[src/rtl/avsd_adc_pkg.sv]
// Shared types and constants for the SAR ADC controller.
// Result width tracks the avsddac D input.
package avsd_adc_pkg;

  localparam int ADC_NBITS = 10;

  typedef enum logic [2:0] {
    IDLE    = 3'd0,
    SAMPLE  = 3'd1,
    SETTLE  = 3'd2,
    COMPARE = 3'd3,
    DONE    = 3'd4
  } state_e;

  function automatic int max2(int a, int b);
    return (a > b) ? a : b;
  endfunction

endpackage

[src/rtl/avsd_sar_adc_ctrl_if.sv]
// Core/analog-facing bundle of the SAR ADC controller.
// master = core logic plus comparator, slave = controller.
interface avsd_sar_adc_ctrl_if
  import avsd_adc_pkg::*;
#(
  parameter int NBITS = ADC_NBITS
);
  logic             start;
  logic             cmp;
  logic             sample_en;
  logic [NBITS-1:0] dac_code;
  logic             busy;
  logic             done;
  logic [NBITS-1:0] dout;

  modport master (
    output start, cmp,
    input  sample_en, dac_code, busy, done, dout
  );

  modport slave (
    input  start, cmp,
    output sample_en, dac_code, busy, done, dout
  );
endinterface

[src/rtl/avsd_cycle_timer.sv]
// Loadable down-counter with a zero flag.
// Stops at zero; load wins over counting.
module avsd_cycle_timer #(
  parameter int W = 2
) (
  input  logic         clk,
  input  logic         reset,
  input  logic         load_i,
  input  logic [W-1:0] val_i,
  output logic         zero_o
);
  logic [W-1:0] cnt_q, cnt_d;

  always_comb begin
    cnt_d = cnt_q;
    if (load_i)
      cnt_d = val_i;
    else if (cnt_q != '0)
      cnt_d = cnt_q - W'(1);
  end

  always_ff @(posedge clk) begin
    if (reset) cnt_q <= '0;
    else       cnt_q <= cnt_d;
  end

  assign zero_o = (cnt_q == '0);
endmodule

[src/rtl/avsd_sar_adc_ctrl.sv]
// SAR ADC controller: sample/hold, binary search over the DAC
// code with an external comparator, start/done result handshake.
module avsd_sar_adc_ctrl
  import avsd_adc_pkg::*;
#(
  parameter int NBITS         = ADC_NBITS,
  parameter int SAMPLE_CYCLES = 4,
  parameter int SETTLE_CYCLES = 2
) (
  input logic          CLK,
  input logic          reset,
  avsd_sar_adc_ctrl_if.slave bus
);
  localparam int IW = $clog2(NBITS);
  localparam int TW =
    $clog2(max2(SAMPLE_CYCLES, SETTLE_CYCLES) + 1);
  localparam logic [TW-1:0] SAMP_LD =
    TW'(SAMPLE_CYCLES - 1);
  localparam logic [TW-1:0] SETL_LD =
    TW'((SETTLE_CYCLES > 0) ? SETTLE_CYCLES - 1 : 0);
  localparam logic [NBITS-1:0] MSB =
    {1'b1, {(NBITS-1){1'b0}}};
  localparam logic [IW-1:0] TOP = IW'(NBITS - 1);
  localparam state_e NXT =
    (SETTLE_CYCLES > 0) ? SETTLE : COMPARE;

  state_e           state_q;
  logic             sample_en_q;
  logic             busy_q;
  logic             done_q;
  logic [NBITS-1:0] dac_q;
  logic [NBITS-1:0] dout_q;
  logic [IW-1:0]    bit_q;
  logic [NBITS-1:0] sar_d;
  logic             tmr_load;
  logic [TW-1:0]    tmr_val;
  logic             tmr_zero;

  // Trial result: resolve bit i, then arm bit i-1.
  always_comb begin
    sar_d = dac_q;
    if (!bus.cmp) sar_d[bit_q] = 1'b0;
    if (bit_q != '0) sar_d[bit_q - IW'(1)] = 1'b1;
  end

  always_comb begin
    tmr_load = 1'b0;
    tmr_val  = '0;
    unique case (state_q)
      IDLE, DONE: begin
        tmr_load = bus.start;
        tmr_val  = SAMP_LD;
      end
      SAMPLE: begin
        tmr_load = tmr_zero && (SETTLE_CYCLES > 0);
        tmr_val  = SETL_LD;
      end
      COMPARE: begin
        tmr_load = (bit_q != '0) && (SETTLE_CYCLES > 0);
        tmr_val  = SETL_LD;
      end
      default: ;
    endcase
  end

  avsd_cycle_timer #(.W(TW)) u_timer (
    .clk    (CLK),
    .reset  (reset),
    .load_i (tmr_load),
    .val_i  (tmr_val),
    .zero_o (tmr_zero)
  );

  always_ff @(posedge CLK) begin
    if (reset) begin
      state_q     <= IDLE;
      sample_en_q <= 1'b0;
      busy_q      <= 1'b0;
      done_q      <= 1'b0;
      dac_q       <= '0;
      dout_q      <= '0;
      bit_q       <= '0;
    end else begin
      done_q <= 1'b0;
      unique case (state_q)
        IDLE, DONE: begin
          if (bus.start) begin
            state_q     <= SAMPLE;
            sample_en_q <= 1'b1;
            busy_q      <= 1'b1;
            dac_q       <= '0;
          end else begin
            state_q <= IDLE;
          end
        end
        SAMPLE: begin
          if (tmr_zero) begin
            state_q     <= NXT;
            sample_en_q <= 1'b0;
            bit_q       <= TOP;
            dac_q       <= MSB;
          end
        end
        SETTLE: begin
          if (tmr_zero) state_q <= COMPARE;
        end
        COMPARE: begin
          dac_q <= sar_d;
          if (bit_q != '0) begin
            bit_q   <= bit_q - IW'(1);
            state_q <= NXT;
          end else begin
            state_q <= DONE;
            dout_q  <= sar_d;
            done_q  <= 1'b1;
            busy_q  <= 1'b0;
          end
        end
        default: state_q <= IDLE;
      endcase
    end
  end

  assign bus.sample_en = sample_en_q;
  assign bus.busy      = busy_q;
  assign bus.done      = done_q;
  assign bus.dac_code  = dac_q;
  assign bus.dout      = dout_q;
endmodule

[src/flat_wrapper.sv]
// flat-port wrapper written by rule: the top's interface ports become plain ports
module avsd_sar_adc_ctrl_flat import avsd_adc_pkg::*;
#(
  parameter int NBITS         = ADC_NBITS,
  parameter int SAMPLE_CYCLES = 4,
  parameter int SETTLE_CYCLES = 2
)
  (CLK, reset, bus_start, bus_cmp, bus_sample_en, bus_dac_code, bus_busy, bus_done, bus_dout);
  avsd_sar_adc_ctrl_if #(.NBITS(NBITS)) bus_i ();
  input logic CLK;
  input logic reset;
  input wire logic [$bits(bus_i.start)-1:0] bus_start;
  input wire logic [$bits(bus_i.cmp)-1:0] bus_cmp;
  output wire logic [$bits(bus_i.sample_en)-1:0] bus_sample_en;
  output wire logic [$bits(bus_i.dac_code)-1:0] bus_dac_code;
  output wire logic [$bits(bus_i.busy)-1:0] bus_busy;
  output wire logic [$bits(bus_i.done)-1:0] bus_done;
  output wire logic [$bits(bus_i.dout)-1:0] bus_dout;
  assign bus_i.start = bus_start;
  assign bus_i.cmp = bus_cmp;
  assign bus_sample_en = bus_i.sample_en;
  assign bus_dac_code = bus_i.dac_code;
  assign bus_busy = bus_i.busy;
  assign bus_done = bus_i.done;
  assign bus_dout = bus_i.dout;
  avsd_sar_adc_ctrl #(.NBITS(NBITS), .SAMPLE_CYCLES(SAMPLE_CYCLES), .SETTLE_CYCLES(SETTLE_CYCLES)) u_core (.CLK(CLK), .reset(reset), .bus(bus_i));
endmodule
[config.mk]
export PLATFORM = sky130hd
export DESIGN_NAME = avsd_sar_adc_ctrl_flat
export DESIGN_NICKNAME = d
export VERILOG_FILES = /design/src/rtl/avsd_adc_pkg.sv /design/src/rtl/avsd_sar_adc_ctrl_if.sv /design/src/rtl/avsd_cycle_timer.sv /design/src/rtl/avsd_sar_adc_ctrl.sv /design/src/flat_wrapper.sv
export SDC_FILE = /design/constraint.sdc
export NUM_CORES = 1
export LEC_CHECK = 0
export BUFFER_PORTS_ARGS = -buffer_cell sky130_fd_sc_hd__buf_2
export CORE_MARGIN = 4
export CORE_UTILIZATION = 45
export DETAILED_ROUTE_END_ITERATION = 6
export GPL_ROUTABILITY_DRIVEN = 0
export PLACE_DENSITY = 0.74
export SLEW_MARGIN = 40
export SYNTH_ARGS = -nofsm -noshare
export SYNTH_HDL_FRONTEND = slang
export SYNTH_SLANG_ARGS = --single-unit
export TNS_END_PERCENT = 50
[constraint.sdc]
create_clock -name CLK -period 3.75 [get_ports CLK]
set_clock_uncertainty 0.05 [all_clocks]
set_input_delay 0.75 -clock CLK [delete_from_list [all_inputs] [get_ports CLK]]
set_output_delay 0.75 -clock CLK [all_outputs]
set_load 0.02 [all_outputs]
After elaboration in Yosys (flattened, before gate mapping). Index checks and enable logic that the tools add are counted. Widths: inputs -> output; s select.

Bits in registers: 33. Bits of input ports: 4. Output and inout port bits: 23. Logic and storage cells: 75.

Add/sub/neg operators: 2. Order comparisons: 4. Equality and inequality tests: 9. Mux-type cells: 27. Bitwise gates (word level): 5. Reduce and logical (&&, ||, !) cells: 20.

Operators by type and width (count): $mux 10 (4); $pmux 10 s3 (1); $mux 3 (5); $pmux 3 s4 (1); $reduce_and 3->1 (4); $and 10x10->10 (1); $lt 4x5->1 const B (2); $not 10->10 (1); $or 10x10->10 (1); $demux 1 s4 (2); $ge 4x1->1 const B (2); $mux 4 (2); $pmux 4 s2 (1); $reduce_bool 2->1 (4); $mux 1 (7); $eq 3x2->1 const B (2); $logic_not 3->1 (2); $ne 2x1->1 const B (3); $reduce_bool 3->1 (2); $reduce_or 2->1 (3); $ne 2x2->1 const B (2); $pmux 1 s2 (2); $pmux 2 s2 (1); $reduce_and 2->1 (2); 8 further kinds (10).

Logic depth before layout (Yosys ltp).
Word-level depth: 10. Gate-level depth with buffers: 8. Depth with buffers taken out: 6.

Hierarchy. From an unflattened synthesis, not the netlist that was laid out.

Cells, all modules: 207. Area total of the unflattened synthesis: 1789.2 sq um.

By module, submodules not included: avsd_sar_adc_ctrl (instances 1, cells each 185, area each 1582.8 sq um, seq. area each 600.6 sq um); avsd_cycle_timer (instances 1, cells each 22, area each 206.4 sq um, seq. area each 60.1 sq um).

Least setup slack after synthesis. OpenSTA, ideal clock, no wires.

Kind: flip-flop to flip-flop. From: reg u_core.bit_q[0]. To: reg u_core.bit_q[2]. Library setup time: 132 ps. Data arrival time: 1732 ps. Required time: 3568 ps. Setup slack: 1836 ps. Stages on the path, launching flop included: 9. Buffers on the path: 2. Period minus slack after synthesis: 1914 ps. Cell sequence: dfxtp_1 > inv_1 > ha_1 > buf_2 > nor2b_1 > buf_4 > a221o_1 > o21ai_0 > a21oi_1.

Cells in the longest elaborated chain, start to end: 3. Elaborated cells between the ends (all ways): 6. Those cells by class: add/sub (1); eq/ne (1); mux (2); reduce/logical (2).

Ends and longest elaborated chain: start: declaration (line avsd_sar_adc_ctrl.sv:33) `logic [IW-1:0] bit_q;`; start signal: assignment (line avsd_sar_adc_ctrl.sv:110) `bit_q <= bit_q - IW'(1);`; $sub 4x1->4 / $reduce_bool 4->1 (equally long branches) (line avsd_sar_adc_ctrl.sv:110, avsd_sar_adc_ctrl.sv:109); $mux 4 / $ne 2x1->1 (equally long branches); $pmux 4 s2 / $reduce_and 3->1 (equally long branches).

Several ways; a longest one is shown, not always the timed one. The select of a mux whose other input is x is not followed. A chain may end at the register's enable or synchronous reset.

Worst setup path after layout.
From: reg u_core.bit_q[0]. To: reg u_core.dout_q[3] (netlist: u_core.bus.dout[3]).

Cells in the longest elaborated chain, start to end: 9. Elaborated cells between the ends (all ways): 19. Those cells by class: add/sub (1); order compare (4); mux (6); bitwise (4); reduce/logical (4).

Ends and longest elaborated chain: branches (longest 9 deep; another with $lt 4x5->1); end signal: assignment (line avsd_sar_adc_ctrl.sv:114) `dout_q <= sar_d;`; end: declaration (line avsd_sar_adc_ctrl.sv:32) `logic [NBITS-1:0] dout_q;`.

Several ways; the timed one is not identified.

==> out/results.ini <==
[global_routing]
antenna_found_initial=0
grt_max_degree=26
grt_pass1_wl_um=6950
gr-total-overflow=0
grt_pass1_vias=1432
track_usage=0.175

[critical_path]
reg2reg_slack_ns=1.20
cp.required_ns=3.92
rr_startpoint=u_core.bit_q[0]$_SDFFE_PP0P_
cpPeakStageDelay_ns=0.60
worstPathCellList=inv_1 -> ha_1 -> nor2b_1 -> nand3_1 -> o31ai_1 -> and2_1
crit_slowest_cell=nor2b_1
crit_fanout=9
worstSetupPathType=reg -> reg
endpoint_kind=flip-flop
r2r_end=u_core.bus.dout[3]$_SDFFE_PP0P_
crit_path_start_kind=flip-flop
crit_start=u_core.bit_q[0]$_SDFFE_PP0P_
reg2regPathDepth=6
crit_arrival_ns=2.73

[floorplanning]
start_util=0.472
die_h_um=70.2
coreArea_mm2=0.00369
die-area_mm2=0.00493
pin_count=27
die_x_um=70.2
rows=22

[synthesis]
yosys.area_share.adder=0.0575
synth_xor_area_frac=0.0101
synth_top_area_cell=dfxtp_1
synth_top_family_by_area=simple AND/OR/NAND/NOR gates
avgSynthCellArea_um2=8.45
synth.area.mux_share=0.0172
synth-simple-area-share=0.243
synth_cell_type_count=54
synth_ff_type=dfxtp_1
synth.area.top_cells=dfxtp_1 (38%), ha_1 (5.7%), nor2_1 (4.7%)
synth.top_cell.area_share=0.379
synth_compound_area_frac=0.233
synth_nets=218
synth_warnings=0
synth_edf_count=0
synth-seq-area-share=0.379
synth-seq-cells=33
synth.cell_area_mm2=0.00174
yosysMostFrequentCell=dfxtp_1
syn_inst=206
synthTopCellsByCount=dfxtp_1 (33), nor2_1 (22), a21oi_1 (15)
async_flop_share=0

[cts]
cts_sinks=33
hold_buffers=0
clk_pin_slew_ns=0.06
cts_buffer_depth=2
cts_resized=0
cts_tree=done
cts_root_buf=clkbuf_8
cts_setup_buffers=0
htree_levels=2
cts_made_buffers=5
clk_latency_ns=0.28

[cells_and_area]
finalNetCount=237
drive_above_1_share=0.187
nFillCells=359
syn_to_final_growth_pct=12.2
final_core_util=0.530
num_antenna_cells=0

[min_path]
hold_class=reg -> reg
worstHoldPathCells=2
holdCritStartpoint=u_core.bus.dout[1]$_SDFFE_PP0P_
whs_endpoint=u_core.bus.dout[1]$_SDFFE_PP0P_

[timing]
maxSlewHeadroom=0.555
hold_viol=0
timing.final.crit_share=0.681
tightest_slew_ns=0.667
finalSetupViolCount=0
setup_tns_ns=0
max_freq_ghz=0.392
finalMaxSlewViolations=0
period_minus_slack_ns=2.55
grt_setup_unrepaired=false

[route]
via_count=1586
drc_errors=0
via_per_inst=5.81
totalWireLength_um=4230
dr.pass1.iters=4
detail-route-antenna-nets=0
wire_per_inst_um=15.5
drtIter0Drc=146

[pwr]
power_switching_mw=0.380
p_clk_frac=0.253
leakagePower_nw=0.769
p_per_area_mw_per_mm2=529
total_power_mw=1.03
pwr-share-seq=0.419
ir_worst_vdd_mv=0.318
comb_power_share=0.328
swShare=0.367
intPower_mw=0.655

[status]
status=finished, final reports clean

[place]
dp_hpwl_um=3020
portBuffers=26

[job]
maxCapViolations=0

## kinds of logic (layout without fill, tap and decap cells)
group | after synthesis | in the layout
fa+ha+maj | 8 | 8
simple gates | 79 | 79
buf+inv | 24 | 43
flops | 33 | 33
mux | 3 | 3
compound gates | 57 | 57
xor+xnor | 2 | 2
## metal layers
layer | vias up | GRT usage | wire (um)
met5 | - | 0 | 0
met4 | 0 | 0.0511 | 61
met3 | 6 | 0.0647 | 373
met2 | 72 | 0.255 | 1820
met1 | 717 | 0.240 | 1970
li1 | 791 | - | -
## registers in the layout, indices dropped and copies added (netlist names)
register,count
u_core.state_q,3
u_core.bit_q,4
u_core.bus.done,1
u_core.bus.dout,10
u_core.bus.sample_en,1
u_core.bus.busy,1
u_core.u_timer.cnt_q,3
u_core.bus.dac_code,10
## layout make-up
class	instances	area, um2	area share
multi-input combinational	149	980	0.501
sequential	33	661	0.338
timing repair buffer	26	130	0.0666
clock buffer	7	86.3	0.0442
tap	48	60.1	0.0307
inverter	10	37.5	0.0192
## critical path: cells and delay by family (launching register included)
family	cells	cell delay, ns
buffers and inverters	1	0.15
and+or+nand+nor	3	1.26
AOI/OAI and AO/OA	1	0.34
DFF	1	0.39
adders and majority gates	1	0.32
## how the worst max path moves through the flow
stage,depth (start not counted),slack [ns],endpoint
floorplan,8,1.84,u_core.bit_q[2]$_SDFFE_PP0P_
global route,6,0.94,u_core.bus.dout[3]$_SDFFE_PP0P_
finish,6,1.20,u_core.bus.dout[3]$_SDFFE_PP0P_
CTS,6,1.24,u_core.bus.dout[3]$_SDFFE_PP0P_
detailed placement,6,1.27,u_core.bus.dout[3]$_SDFFE_PP0P_
global placement,6,1.43,u_core.bus.dout[3]$_SDFFE_PP0P_
## cell usage in the layout (no fill, tap or decap), types with 4 or more instances in the layout
cell and instances:
a21oi_1 15, buf_2 26, clkbuf_8 6, dfxtp_1 33
ha_1 8, inv_1 10, nand2_1 12, nand3_1 10
nor2_1 21, nor2b_1 4, nor3_1 6, o21ai_0 8
## through the flow
step                hold WS [ns]  area (um2)  std cells  setup WS (ns)
global placement           0.393        1870        266           1.43
global route               0.439        1950        273          0.942
floorplan                  0.431        1740        206           1.84
finish                     0.418        1950        273           1.20
detailed placement         0.411        1870        266           1.27
CTS                        0.420        1950        273           1.24
## power by group through the flow
stage	clock network [mW]	logic, mW	registers [mW]
final	0.262	0.339	0.434
after global routing	0.283	0.376	0.440
after floorplan	0	0.284	0.425
after CTS	0.266	0.335	0.433
after global placement	0	0.328	0.438
after detailed placement	0	0.334	0.440
No activity file was read; power rests on OpenSTA's default activity.
